$ cat config.mk
export PLATFORM = sky130hd
export DESIGN_NAME = dcache_ctrl
export DESIGN_NICKNAME = d
export VERILOG_FILES = /design/src/rtl/dcache_ctrl.sv
export SDC_FILE = /design/constraint.sdc
export NUM_CORES = 1
export LEC_CHECK = 0
export ABC_AREA = 0
export CORE_MARGIN = 3
export CORE_UTILIZATION = 46
export CTS_BUF_LIST = sky130_fd_sc_hd__clkbuf_8
export DETAILED_ROUTE_END_ITERATION = 12
export MAX_ROUTING_LAYER = met4
export PLACE_DENSITY = 0.75
export SLEW_MARGIN = 20
export SYNTH_ARGS = -nofsm -noshare
export SYNTH_HDL_FRONTEND = slang
export SYNTH_SLANG_ARGS = --single-unit
$ cat constraint.sdc
create_clock -name clk -period 2 [get_ports clk]
set_input_delay 0.4 -clock clk [delete_from_list [all_inputs] [get_ports clk]]
set_output_delay 0.4 -clock clk [all_outputs]
set_load 0.01 [all_outputs]
$ cat src/rtl/dcache_ctrl.sv
// Data-cache miss controller: optional dirty-line writeback, then line fill.
// Nibble-serial memory port and nibble-serial cache-array bursts.
module dcache_ctrl #(
  parameter int PA          = 22,
  parameter int LINE_LENGTH = 4,
  localparam int NIB        = 2 * LINE_LENGTH,
  localparam int CW         = $clog2(NIB),
  localparam int TW         = PA - $clog2(LINE_LENGTH)
) (
  input  logic          clk,
  input  logic          reset,
  input  logic          req,
  input  logic          hit,
  input  logic          push,
  input  logic          fault,
  input  logic [TW-1:0] miss_tag,
  input  logic [TW-1:0] victim_tag,
  input  logic [3:0]    dwrite,
  output logic          rstrobe_d,
  output logic          wstrobe_d,
  output logic [3:0]    dread,
  output logic          stall,
  output logic          done,
  output logic          mem_valid,
  output logic          mem_we,
  output logic [PA:0]   mem_addr,
  output logic [3:0]    mem_wdata,
  input  logic          mem_rdy,
  input  logic          mem_rvalid,
  input  logic [3:0]    mem_rdata,
  output logic [2:0]    state_dbg
);

  // Memory handshake: a nibble request transfers on a rising edge where
  // mem_valid && mem_rdy; while mem_valid && !mem_rdy the request (mem_we,
  // mem_addr, mem_wdata) is held unchanged. Read data returns later as a
  // one-cycle mem_rvalid, with at most one read outstanding.

  typedef enum logic [2:0] {
    IDLE     = 3'd0,
    WB_CAP   = 3'd1,
    WB_MEM   = 3'd2,
    FILL_MEM = 3'd3,
    FILL_WR  = 3'd4,
    DONE     = 3'd5
  } state_t;

  state_t          state;
  logic [CW-1:0]   cnt;
  logic            rd_pend;
  logic [TW-1:0]   miss_tag_q;
  logic [TW-1:0]   victim_tag_q;
  logic [3:0]      line_buf [NIB];
  logic            last;

  assign last      = (cnt == CW'(NIB - 1));
  assign state_dbg = state;

  always_ff @(posedge clk or posedge reset) begin
    if (reset) begin
      state        <= IDLE;
      cnt          <= '0;
      rd_pend      <= 1'b0;
      miss_tag_q   <= '0;
      victim_tag_q <= '0;
    end else begin
      case (state)
        IDLE: begin
          if (req && !hit && !fault) begin
            miss_tag_q   <= miss_tag;
            victim_tag_q <= victim_tag;
            cnt          <= '0;
            state        <= push ? WB_CAP : FILL_MEM;
          end
        end
        WB_CAP: begin
          if (last) begin
            cnt   <= '0;
            state <= WB_MEM;
          end else begin
            cnt <= cnt + CW'(1);
          end
        end
        WB_MEM: begin
          if (mem_rdy) begin
            if (last) begin
              cnt   <= '0;
              state <= FILL_MEM;
            end else begin
              cnt <= cnt + CW'(1);
            end
          end
        end
        FILL_MEM: begin
          // Return data is only meaningful while our single read is in flight.
          if (!rd_pend) begin
            if (mem_rdy) rd_pend <= 1'b1;
          end else if (mem_rvalid) begin
            rd_pend <= 1'b0;
            if (last) begin
              cnt   <= '0;
              state <= FILL_WR;
            end else begin
              cnt <= cnt + CW'(1);
            end
          end
        end
        FILL_WR: begin
          if (last) begin
            cnt   <= '0;
            state <= DONE;
          end else begin
            cnt <= cnt + CW'(1);
          end
        end
        DONE: begin
          cnt   <= '0;
          state <= IDLE;
        end
        default: begin
          cnt     <= '0;
          rd_pend <= 1'b0;
          state   <= IDLE;
        end
      endcase
    end
  end

  // Line buffer holds either the victim (writeback) or the fill data.
  always_ff @(posedge clk) begin
    if (state == WB_CAP) begin
      line_buf[cnt] <= dwrite;
    end else if (state == FILL_MEM && rd_pend && mem_rvalid) begin
      line_buf[cnt] <= mem_rdata;
    end
  end

  always_comb begin
    rstrobe_d = (state == WB_CAP);
    wstrobe_d = (state == FILL_WR);
    dread     = wstrobe_d ? line_buf[cnt] : 4'h0;
    mem_valid = (state == WB_MEM) || (state == FILL_MEM && !rd_pend);
    mem_we    = (state == WB_MEM);
    mem_wdata = mem_we ? line_buf[cnt] : 4'h0;
    mem_addr  = '0;
    if (mem_valid) mem_addr = {(mem_we ? victim_tag_q : miss_tag_q), cnt};
    done      = (state == DONE);
    // IDLE term is gated so the CPU is released while reset is held.
    stall     = (state != IDLE) || (!reset && req && !hit && !fault);
  end

endmodule

# Yosys cells after proc, flatten, opt, wreduce, memory -nomap -nowiden
# Memory sizes are Yosys's and may differ from the RTL's.
# Index checks and enable logic that the tools add are counted.
# Widths: inputs -> output; s select.
dict set report op_classes {
  add_sub_neg 1
  eq_ne 14
  n_mux 30
  bitwise 1
  n_reduce_logical 21
}
# cell count
set ops {}
lappend ops {{$mux 3} 13}
lappend ops {{$mux 23} 1}
lappend ops {{$mux 20} 1}
lappend ops {{$pmux 3 s5} 1}
lappend ops {{$mux 4} 3}
lappend ops {{$pmux 3 s4} 1}
lappend ops {{$eq 3x3->1 const B} 3}
lappend ops {{$logic_and 1x1->1} 8}
lappend ops {{$mux 1} 8}
lappend ops {{$ne 2x1->1 const B} 4}
lappend ops {{$ne 2x2->1 const B} 4}
lappend ops {{$reduce_and 8->1} 1}
lappend ops {{$eq 3x2->1 const B} 2}
lappend ops {{$reduce_or 5->1} 1}
lappend ops {{$logic_not 1->1} 4}
lappend ops {{$reduce_and 4->1} 1}
lappend ops {{$add 3x1->3 const B} 1}
lappend ops {{$eq 3x1->1 const B} 1}
lappend ops {{$logic_not 3->1} 1}
lappend ops {{$reduce_bool 3->1} 1}
lappend ops {{$logic_or 1x1->1} 2}
lappend ops {{$mux 2} 1}
lappend ops {{$pmux 1 s2} 1}
lappend ops {{$reduce_and 2->1} 1}
lappend ops {{other kinds (2)} 2}
dict set report word_totals {
  reg_bits 47
  ramBits 32
  elab_cells 73
  n_memories 1
}
# memory depth width read_ports rd_clocked_by_memory_dff write_ports line
set mem_list {}
lappend mem_list {line_buf 8 4 1 0 1 53} ;# logic [3:0] line_buf [NIB];

# Logic depth before layout (Yosys ltp)
# Gate-level depths: netlist of run 1.
dict set report logic_depth {
  ltp_word 7
  mapped_depth 6
}

# Least setup slack after synthesis of run 1
# Ideal clock, no wire load.
dict set report synth_path {
  path_kind {input -> output}
  start {input reset}
  end {output stall}
  arrival_time_ns 1.704
  t_required_ns 1.600
  slack_ns -0.104
  path_stages 3
  path_cell_list {inv_1 > nand3_1 > nand2_1}
}
dict set report synth_via {
  elab_chain_cells 5
}
# item line
set synth_rtl {}
lappend synth_rtl {{start, declared} 11} ;# input logic reset,
lappend synth_rtl {{$logic_not 1->1} 149} ;# stall = (state != IDLE) || (!reset && req && !hit && !fault);
lappend synth_rtl {{$logic_and 1x1->1 (3 in a row)} 149}
lappend synth_rtl {{$logic_or 1x1->1} 149}
lappend synth_rtl {{end, declared} 22} ;# output logic stall,
# No other way between the ends.

# Final worst setup path of run 1
dict set report layout_path {
  start {register state[1], in the netlist state_dbg[1]}
  end {register victim_tag_q[2]}
}
dict set report layout_via {
  elab_chain_cells 2
}
# item line
set layout_rtl {}
lappend layout_rtl {{start, declared} 48} ;# state_t state;
lappend layout_rtl {{start signal, assigned} 73} ;# state <= push ? WB_CAP : FILL_MEM;
lappend layout_rtl {{$logic_not 3->1} 67} ;# case (state)
lappend layout_rtl {{$reduce_and 2->1 (no source line)} -}
lappend layout_rtl {{end signal, assigned} 71} ;# victim_tag_q <= victim_tag;
lappend layout_rtl {{end, declared} 52} ;# logic [TW-1:0] victim_tag_q;
# No other way between the ends.
# A chain may end at the register's enable or synchronous reset.

==> impl_metrics.toml, run 1 <==
[logic_synthesis]
synth_cell_types = 41
ys_seq_area_share_pct = 58.1
yosysTopAreaCellShare_pct = 32.0
synth-edff-count = 32
synth_common_cells = "49 x nand2_1, 47 x dfrtp_1, 44 x mux2_2"
ys_async_sr_fraction_pct = 59.5
post_synth_inst_count = 309
synth_warnings = 0
synth_top_area_cell = "dfrtp_1"
synth_fp_nets = 368
synth_most_common_cell = "nand2_1"
netlist_area_um2 = 3680
avgSynthCellArea_um2 = 11.9
synthFlopType = "dfrtp_1"
ys_top_cells_by_area = "dfrtp_1 32%, edfxtp_1 26%, mux2_2 13%"
ys_ff_latch = 79

[die]
coreArea_um2 = 7490
dieArea_um2 = 9110
rows = 31
die_h_um = 95.4
die_width_um = 95.4
initial_core_util_pct = 49.2
io_pins = 96

[critical_path]
path_class = "flop to flop"
critPathLaunchType = "flop"
worstPathArrival_ns = 2.53
cpMostUsedCell = "buf_6"
path_delay_family = "simple AND/OR/NAND/NOR gates"
critPathBufInv = 5
endpoint_kind = "flop"
crit_chain = "buf_6 -> buf_6 -> buf_6 -> or4b_4 -> nand2b_4 -> buf_4 -> buf_16 -> mux2_2"
cp_max_fo = 8
cp.required_ns = 2.25
critPathSlowestCell = "or4b_4"
critPathMaxStageDelay_ns = 0.55
worst-r2r-setup-slack_ns = -0.28

[routing]
drt_iter0_markers = 182
dr_total_vias = 3260
routed_wl_um = 12900
ant_nets = 0
viasPerCell = 5.57
wl_per_cell_um = 22.1
firstDrtPassIters = 5
drc = 0

[cts]
clockBufferDepth = 2
cts.root.buffer_cell = "clkbuf_8"
clock_latency_ns = 0.37
h-tree-depth = 3
clock_sinks = 79
clk_pin_slew_ns = 0.10
cts_tree = "built"
cts_buffers = 9

[finish]
instances_no_fill = 585
fin_nets = 540
drive_above_1_share_pct = 58.6
areaGrowthSynthToFinish_pct = 68.4
antenna_cells = 0

[global_route]
grt_max_degree = 48
grt_pass1_wl_um = 16600
grt_overflow = 0
grt_pass1_vias = 3296
antenna_found_initial = 0
track_usage_pct = 25.2

[sta]
rsz0062_at_grt = "true"
slew_viol_final = 0
tightest_slew_ns = 0.601
setup_tns_ns = -13.44
finalHoldViolCount = 0
layout_min_cycle_time_ns = 2.28
fin_ws_ns = -0.281
period_share_pct = 114
fin_skew_ns = 0.0134
slew-limit-headroom_pct = 60.0
finalSetupViolCount = 79
fmax_mhz = 438

[placement]
dpl.cell_count = 538
io_buffers = 95
dp_hpwl_um = 6910
dp_slack_ns = -0.403
gp_congestion = 0.859

[status]
status = "finished with violations"
violations = "setup timing"

[pwr]
power_mw = 10.2
vdd_drop_max_mv = 0.904
power_leakage_nw = 2.71
powerDensity_nw_per_um2 = 1650

[flow_run]
drv_cap = 0

[hold_path]
worstHoldPathType = "flop to flop"
-- what timing repair did --
item                       4_1_cts  5_1_grt
hold buffers                     0        0
buffers inserted                17       15
pin swaps                       24       53
resized for setup              223      124
hold endpoints to repair         0        0
setup endpoints to repair       48      109
cloned                           3        4
-- flip-flops by register name, indices dropped and copies added, names as in the netlist --
| signal | count |
|---|---|
| rd_pend | 1 |
| miss_tag_q | 20 |
| state_dbg | 3 |
| cnt | 3 |
| line_buf | 32 |
| victim_tag_q | 20 |
-- power breakdown --
group	internal, mW	switching [mW]	total [mW]
logic	3.21	3.10	6.31
registers	2.25	0.532	2.79
clock network	0.463	0.648	1.11
total	5.93	4.28	10.2
-- per-stage QoR --
step	hold slack, ns	cell area [um^2]	utilization [%]
after detailed placement	0.492	5110	68.3
final	0.528	6200	82.8
after global routing	0.535	6200	82.8
after global placement	0.486	5110	68.3
after CTS	0.512	5630	75.2
after floorplan	0.427	3680	-
-- cell usage in the layout (no fill, tap or decap), types with 3 or more instances in the layout --
| cell | n |
|---|---|
| edfxtp_1 | 32 |
| buf_12 | 6 |
| buf_4 | 47 |
| a21oi_2 | 20 |
| ha_1 | 3 |
| buf_6 | 28 |
| mux2_4 | 5 |
| nand2_2 | 16 |
| mux2i_1 | 6 |
| o21ai_1 | 3 |
| buf_8 | 4 |
| nand2_1 | 9 |
| o22ai_1 | 3 |
| nor2_1 | 19 |
| dfrtp_2 | 5 |
| mux2_2 | 40 |
| nand2_4 | 23 |
| inv_1 | 5 |
| dlygate4sd2_1 | 3 |
| inv_6 | 3 |
| buf_2 | 29 |
| clkdlybuf4s50_1 | 56 |
| nor2_2 | 3 |
| dfrtp_1 | 42 |
| clkbuf_8 | 9 |
| clkinvlp_4 | 4 |
| clkbuf_16 | 4 |
-- cell families (layout without fill, tap and decap cells) --
logic type / count (synthesis) / count (layout) / synth area share (%)
AO/OA/AOI/OAI: 44 / 44 / 8.26
multiplexers: 55 / 55 / 17.3
AND/OR/NAND/NOR: 98 / 98 / 12.0
flip-flops: 79 / 79 / 58.1
XOR/XNOR: 1 / 1 / 0.238
buffers and inverters: 29 / 206 / 3.13
adder cells (fa/ha/maj): 3 / 3 / 1.02
-- metal layers --
metal	part of all wire, %	GRT usage (%)	routed length [um]
met1	37	27.1	4800
met2	53	45.0	6880
met3	6.3	7.10	812
met4	3.2	7.94	413
met5	0	-	0
-- cell type report --
class	count	area (um^2)
clock buffers	9	124
flip-flops and latches	79	2140
well taps	99	124
clock inverters	7	55.1
inverters	11	58.8
repair buffers	179	1720
fillers	347	1290
multi-input cells	201	1970
-- worst paths after layout --
check                                         endpoint                  startpoint  cells past startpoint
max                        victim_tag_q[2]$_DFFE_PP0P_    state_dbg[1]$_DFFE_PP0P_                      8
min                         miss_tag_q[11]$_DFFE_PP0P_  miss_tag_q[11]$_DFFE_PP0P_                      1
max reg2reg                victim_tag_q[2]$_DFFE_PP0P_    state_dbg[1]$_DFFE_PP0P_                      8
min reg2reg                 miss_tag_q[11]$_DFFE_PP0P_  miss_tag_q[11]$_DFFE_PP0P_                      1
max in group asynchronous           cnt[1]$_DFFE_PP0P_                       reset                      3
min in group asynchronous    miss_tag_q[4]$_DFFE_PP0P_                       reset                      3
Power figures use the tool's default switching activity.
==> inputs of run 2 (changes only) <==
--- a/config.mk
+++ b/config.mk
@@ -16,3 +16,4 @@
 export SYNTH_ARGS = -nofsm -noshare
 export SYNTH_HDL_FRONTEND = slang
 export SYNTH_SLANG_ARGS = --single-unit
+export TNS_END_PERCENT = 50
==> run 2 against run 1 <==
- the run still ends with setup timing left
- hold slack worse by 0.014 ns
- sequential share of layout area is 2.1 points higher
- sequential power is 4% lower
- die area stayed put
- flip-flop and latch count stayed put
- critical path depth is 2 lower
- critical endpoint is now dread[2]
- highest routed layer unchanged
==> impl_metrics.toml, run 2 (synthesis gave the netlist of run 1 again) <==
[status]
status = "finished with violations"
violations = "setup timing"

[critical_path]
worstPathArrival_ns = 1.85
critPathLaunchType = "flop"
critPathMaxStageDelay_ns = 0.39
critPathSlowestCell = "dfrtp_2"
rr_worst_depth = 7
crit_chain = "buf_6 -> clkinvlp_4 -> a31o_4 -> a221oi_4 -> nor2_1 -> buf_2"
cp_max_fo = 6
cp.depth = 6
path_class = "flop to output port"
critPathBufInv = 3
path_delay_family = "compound AO/OA/AOI/OAI gates"
cp.required_ns = 1.60
endpoint_kind = "output port"

[sta]
finalHoldWorstSlack_ns = 0.514
slew_viol_final = 0
rsz0062_at_grt = "true"
layout_min_cycle_time_ns = 2.25
fin_skew_ns = 0.0110
finalSetupViolCount = 75
fin_ws_ns = -0.255
slew-limit-headroom_pct = 60.3
tightest_slew_ns = 0.596
fmax_mhz = 443
period_share_pct = 113
finalHoldViolCount = 0

[finish]
top_regs = "line_buf x32, miss_tag_q x20, victim_tag_q x20"
multiInputGateArea_um2 = 1860
largest_reg_flops = 32
design_area_um2 = 5850
drive_above_1_share_pct = 53.8
areaGrowthSynthToFinish_pct = 58.9
largest_register = "line_buf"
antenna_cells = 0
seq_area_um2 = 2140
fill_cells = 442
final_cell_mix = "56 x clkdlybuf4s50_1, 47 x buf_4, 44 x mux2_2, 42 x dfrtp_1, 32 x edfxtp_1"
fin_nets = 528
final_common_cell = "clkdlybuf4s50_1"

[cts]
hold_buffers = 0
clockBufferDepth = 2
clk_pin_slew_ns = 0.09
cts.root.buffer_cell = "clkbuf_8"
h-tree-depth = 3
cts_tree = "built"
clock_latency_ns = 0.36
clock_sinks = 79
cts_buffers = 9

[die]
die_width_um = 95.4
io_pins = 96
dieArea_um2 = 9110
coreArea_um2 = 7490
initial_core_util_pct = 49.2
rows = 31
die_h_um = 95.4

[placement]
io_buffers = 95
dpl_cell_area_um2 = 5110
dp_hpwl_um = 6910
gp_congestion = 0.859

[routing]
routed_wl_um = 11000
firstDrtPassIters = 4
drc = 0
drt_iter0_markers = 78
viasPerCell = 5.40
wl_per_cell_um = 19.1
ant_nets = 0
dr_total_vias = 3092

[pwr]
p_int_mw = 5.53
powerDensity_nw_per_um2 = 1600
switching_share_pct = 40.8
seqPwrFrac_pct = 28.6
power_leakage_nw = 2.54
p_sw_mw = 3.81
pwr-share-comb_pct = 59.8
clkPwrFrac_pct = 11.6
vdd_drop_max_mv = 0.896

[flow_run]
drv_cap = 0

[global_route]
track_usage_pct = 23.1
antenna_found_initial = 0
grt_max_degree = 48
grt_pass1_wl_um = 15300
grt_overflow = 0
grt_pass1_vias = 3089

[hold_path]
holdPathStages = 1
worstHoldPathType = "flop to flop"
run 2: cell types whose count changed in the layout (fill, tap and decap cells not counted), sizes merged:
cell	before	now
clkbuf	13	12
buf	115	103
dlygate4sd2	3	2
clkdlybuf4s15	0	2
run 2: path summary, 6_finish.rpt:
path | start | end | slack (ns)
hold / removal | victim_tag_q[0]$_DFFE_PP0P_ | victim_tag_q[0]$_DFFE_PP0P_ | 0.51
max in group asynchronous | reset | cnt[1]$_DFFE_PP0P_ | 0.95
setup reg to reg | state_dbg[1]$_DFFE_PP0P_ | state_dbg[0]$_DFFE_PP0P_ | -0.18
hold reg to reg | victim_tag_q[0]$_DFFE_PP0P_ | victim_tag_q[0]$_DFFE_PP0P_ | 0.51
min in group asynchronous | reset | miss_tag_q[4]$_DFFE_PP0P_ | 0.60
setup / recovery | cnt[1]$_DFFE_PP0P_ | dread[2] | -0.25
run 2: metrics by stage:
| stage | util (%) | worst slack, ns | std cells | TNS [ns] | total power, mW |
|---|---|---|---|---|---|
| after floorplan | - | 0.0397 | 309 | 0 | 4.66 |
| after global placement | 68.3 | -0.270 | 538 | -15.24 | 6.70 |
| after detailed placement | 68.3 | -0.403 | 538 | -18.18 | 6.81 |
| after CTS | 72.7 | -0.215 | 567 | -2.67 | 8.22 |
| after global routing | 78.1 | -0.319 | 573 | -8.60 | 9.82 |
| final | 78.1 | -0.255 | 573 | -5.48 | 9.34 |
run 2: cell type report:
type | instances | area share, %
Sequential cell | 79 | 36.6
Timing Repair Buffer | 167 | 25.4
Clock inverter | 7 | 0.941
Clock buffer | 9 | 2.12
Inverter | 11 | 0.963
Tap cell | 99 | 2.12
Multi-Input combinational cell | 201 | 31.8
run 2: per-layer routing:
layer  routed length, um  part of all wire [%]  GRT usage (%)
met3                 688                   6.3           6.63
met2                5720                    52           39.9
met4                 297                   2.7           6.99
met5                   0                     0              -
met1                4260                    39           26.1
run 2: power by group through the flow:
stage	logic (mW)	clock network, mW	registers, mW
global placement	4.13	0	2.57
floorplan	2.17	0	2.49
CTS	4.58	1.09	2.55
finish	5.58	1.09	2.67
global route	5.90	1.19	2.73
detailed placement	4.22	0	2.59
run 2: what timing repair did:
item	4_1_cts	5_1_grt
hold endpoints to repair	0	0
resized for setup	195	91
buffers inserted	14	6
pin swaps	23	40
setup endpoints to repair	48	98
gates cloned	0	1
==> inputs of run 3 (changes only) <==
--- a/config.mk
+++ b/config.mk
@@ -6,12 +6,13 @@
 export NUM_CORES = 1
 export LEC_CHECK = 0
 export ABC_AREA = 0
+export CAP_MARGIN = 15
 export CORE_MARGIN = 3
 export CORE_UTILIZATION = 46
 export CTS_BUF_LIST = sky130_fd_sc_hd__clkbuf_8
 export DETAILED_ROUTE_END_ITERATION = 12
 export MAX_ROUTING_LAYER = met4
-export PLACE_DENSITY = 0.75
+export PLACE_DENSITY = 0.82
 export SLEW_MARGIN = 20
 export SYNTH_ARGS = -nofsm -noshare
 export SYNTH_HDL_FRONTEND = slang
==> run 3 against run 2 <==
- the flow still finishes with violations (setup timing)
- cell count is 1.2% higher
- routed wire length rose by 11%
- first-iteration DRC count rose by 73%
- worst setup slack gained 0.013 ns
- global-route usage is 2.4 points higher
- combinational power up 10%
- critical endpoint is now dread[3]
- largest power group unchanged
- highest routed layer unchanged
==> impl_metrics.toml, run 3 (synthesis gave the netlist of run 1 again) <==
[status]
status = "finished with violations"
violations = "setup timing"

[routing]
routed_wl_um = 12200
wl_per_cell_um = 21.1
firstDrtPassIters = 4
drt_iter0_markers = 135
drc = 0
dr_total_vias = 3179
ant_nets = 0
viasPerCell = 5.48

[critical_path]
critPathLaunchType = "flop"
cp_max_fo = 5
crit_chain = "buf_4 -> nand2b_4 -> buf_4 -> o22ai_2 -> a21oi_4 -> buf_4 -> nor2_2 -> buf_2"
path_delay_family = "buffers and inverters"
critPathBufInv = 4
path_class = "flop to output port"
cp.required_ns = 1.60
critPathMaxStageDelay_ns = 0.44
critPathSlowestCell = "dfrtp_2"
cpMostUsedCell = "buf_4"
worstPathArrival_ns = 1.84
endpoint_kind = "output port"

[cts]
h-tree-depth = 3
clock_latency_ns = 0.36
clk_pin_slew_ns = 0.09
cts.root.buffer_cell = "clkbuf_8"
cts_buffers = 9
cts_tree = "built"
clockBufferDepth = 2
hold_buffers = 0
clock_sinks = 79

[sta]
finalSetupViolCount = 74
layout_min_cycle_time_ns = 2.24
finalHoldWorstSlack_ns = 0.517
rsz0062_at_grt = "true"
fin_skew_ns = 0.0111
fmax_mhz = 446
slew_viol_final = 0
period_share_pct = 112
slew-limit-headroom_pct = 58.9
finalHoldViolCount = 0
setup_tns_ns = -6.07
tightest_slew_ns = 0.616
fin_ws_ns = -0.242

[global_route]
grt_pass1_vias = 3229
grt_pass1_wl_um = 16800
grt_overflow = 0
antenna_found_initial = 0
track_usage_pct = 25.5
grt_max_degree = 48

[placement]
io_buffers = 95
dpl_cell_area_um2 = 5100
gp_congestion = 0.873
dp_hpwl_um = 6810
dpl.cell_count = 535

[die]
rows = 31
io_pins = 96
initial_core_util_pct = 49.2
dieArea_um2 = 9110
die_width_um = 95.4
die_h_um = 95.4
coreArea_um2 = 7490

[finish]
design_area_um2 = 6010
fill_cells = 389
final_cell_mix = "58 x clkdlybuf4s50_1, 51 x buf_4, 44 x mux2_2, 43 x dfrtp_1, 32 x edfxtp_1"
largest_register = "line_buf"
final_common_cell = "clkdlybuf4s50_1"
drive_above_1_share_pct = 55.5
seq_area_um2 = 2140
multiInputGateArea_um2 = 1860
largest_reg_flops = 32
fin_nets = 535
instances_no_fill = 580
antenna_cells = 0
areaGrowthSynthToFinish_pct = 63.4
top_regs = "line_buf x32, miss_tag_q x20, victim_tag_q x20"

[pwr]
power_leakage_nw = 2.61
powerDensity_nw_per_um2 = 1660
vdd_drop_max_mv = 0.731
power_mw = 9.96

[hold_path]
worstHoldPathType = "flop to flop"

[flow_run]
drv_cap = 0
[run 3: changes by cell type in the layout (fill, tap and decap cells not counted), sizes merged]
| cell | delta |
|---|---|
| dlygate4sd2 | -2 |
| inv | +2 |
| clkbuf | +1 |
| clkinvlp | -2 |
| buf | +6 |
| clkdlybuf4s50 | +2 |
[run 3: cell type report]
type / instances / share of cell area (%)
flip-flops and latches: 79 / 35.6
multi-input cells: 201 / 30.9
repair buffers: 174 / 27.7
clock buffers: 9 / 2.06
well taps: 99 / 2.06
clock inverters: 7 / 0.895
inverters: 11 / 0.791
[run 3: routing by layer]
metal,track usage [%],wire length (um),vias to the layer above
met5,-,0,-
met4,9.48,187,0
met3,4.74,839,18
met2,45.0,6570,143
met1,28.9,4630,1585
li1,-,-,1433
[run 3: power by group]
part	total (mW)	switching, mW	internal [mW]
Clock	1.11	0.642	0.465
Combinational	6.16	2.94	3.22
Sequential	2.69	0.440	2.25
Total	9.96	4.02	5.93
[run 3: worst paths after layout]
| path | start | end | slack (ns) | cells past startpoint |
|---|---|---|---|---|
| worst max-delay path | cnt[2]$_DFFE_PP0P_ | dread[3] | -0.24 | 8 |
| worst min-delay path | miss_tag_q[12]$_DFFE_PP0P_ | miss_tag_q[12]$_DFFE_PP0P_ | 0.52 | 1 |
| worst max register to register | state_dbg[1]$_DFFE_PP0P_ | state_dbg[0]$_DFFE_PP0P_ | -0.14 | 6 |
| worst min register to register | miss_tag_q[12]$_DFFE_PP0P_ | miss_tag_q[12]$_DFFE_PP0P_ | 0.52 | 1 |
| max in group asynchronous | reset | state_dbg[0]$_DFFE_PP0P_ | 0.92 | 3 |
| min in group asynchronous | reset | miss_tag_q[6]$_DFFE_PP0P_ | 0.61 | 3 |
[run 3: through the flow]
stage | util (%) | setup slack, ns
final | 80.3 | -0.242
after global routing | 80.3 | -0.332
after CTS | 76.7 | -0.220
after detailed placement | 68.1 | -0.382
after global placement | 68.1 | -0.312
after floorplan | - | 0.0397
[run 3: timing repair]
item	CTS	global route
pin swaps	19	29
resized for setup	218	59
buffers inserted	21	4
endpoints found under the setup margin	69	98
cloned	5	2
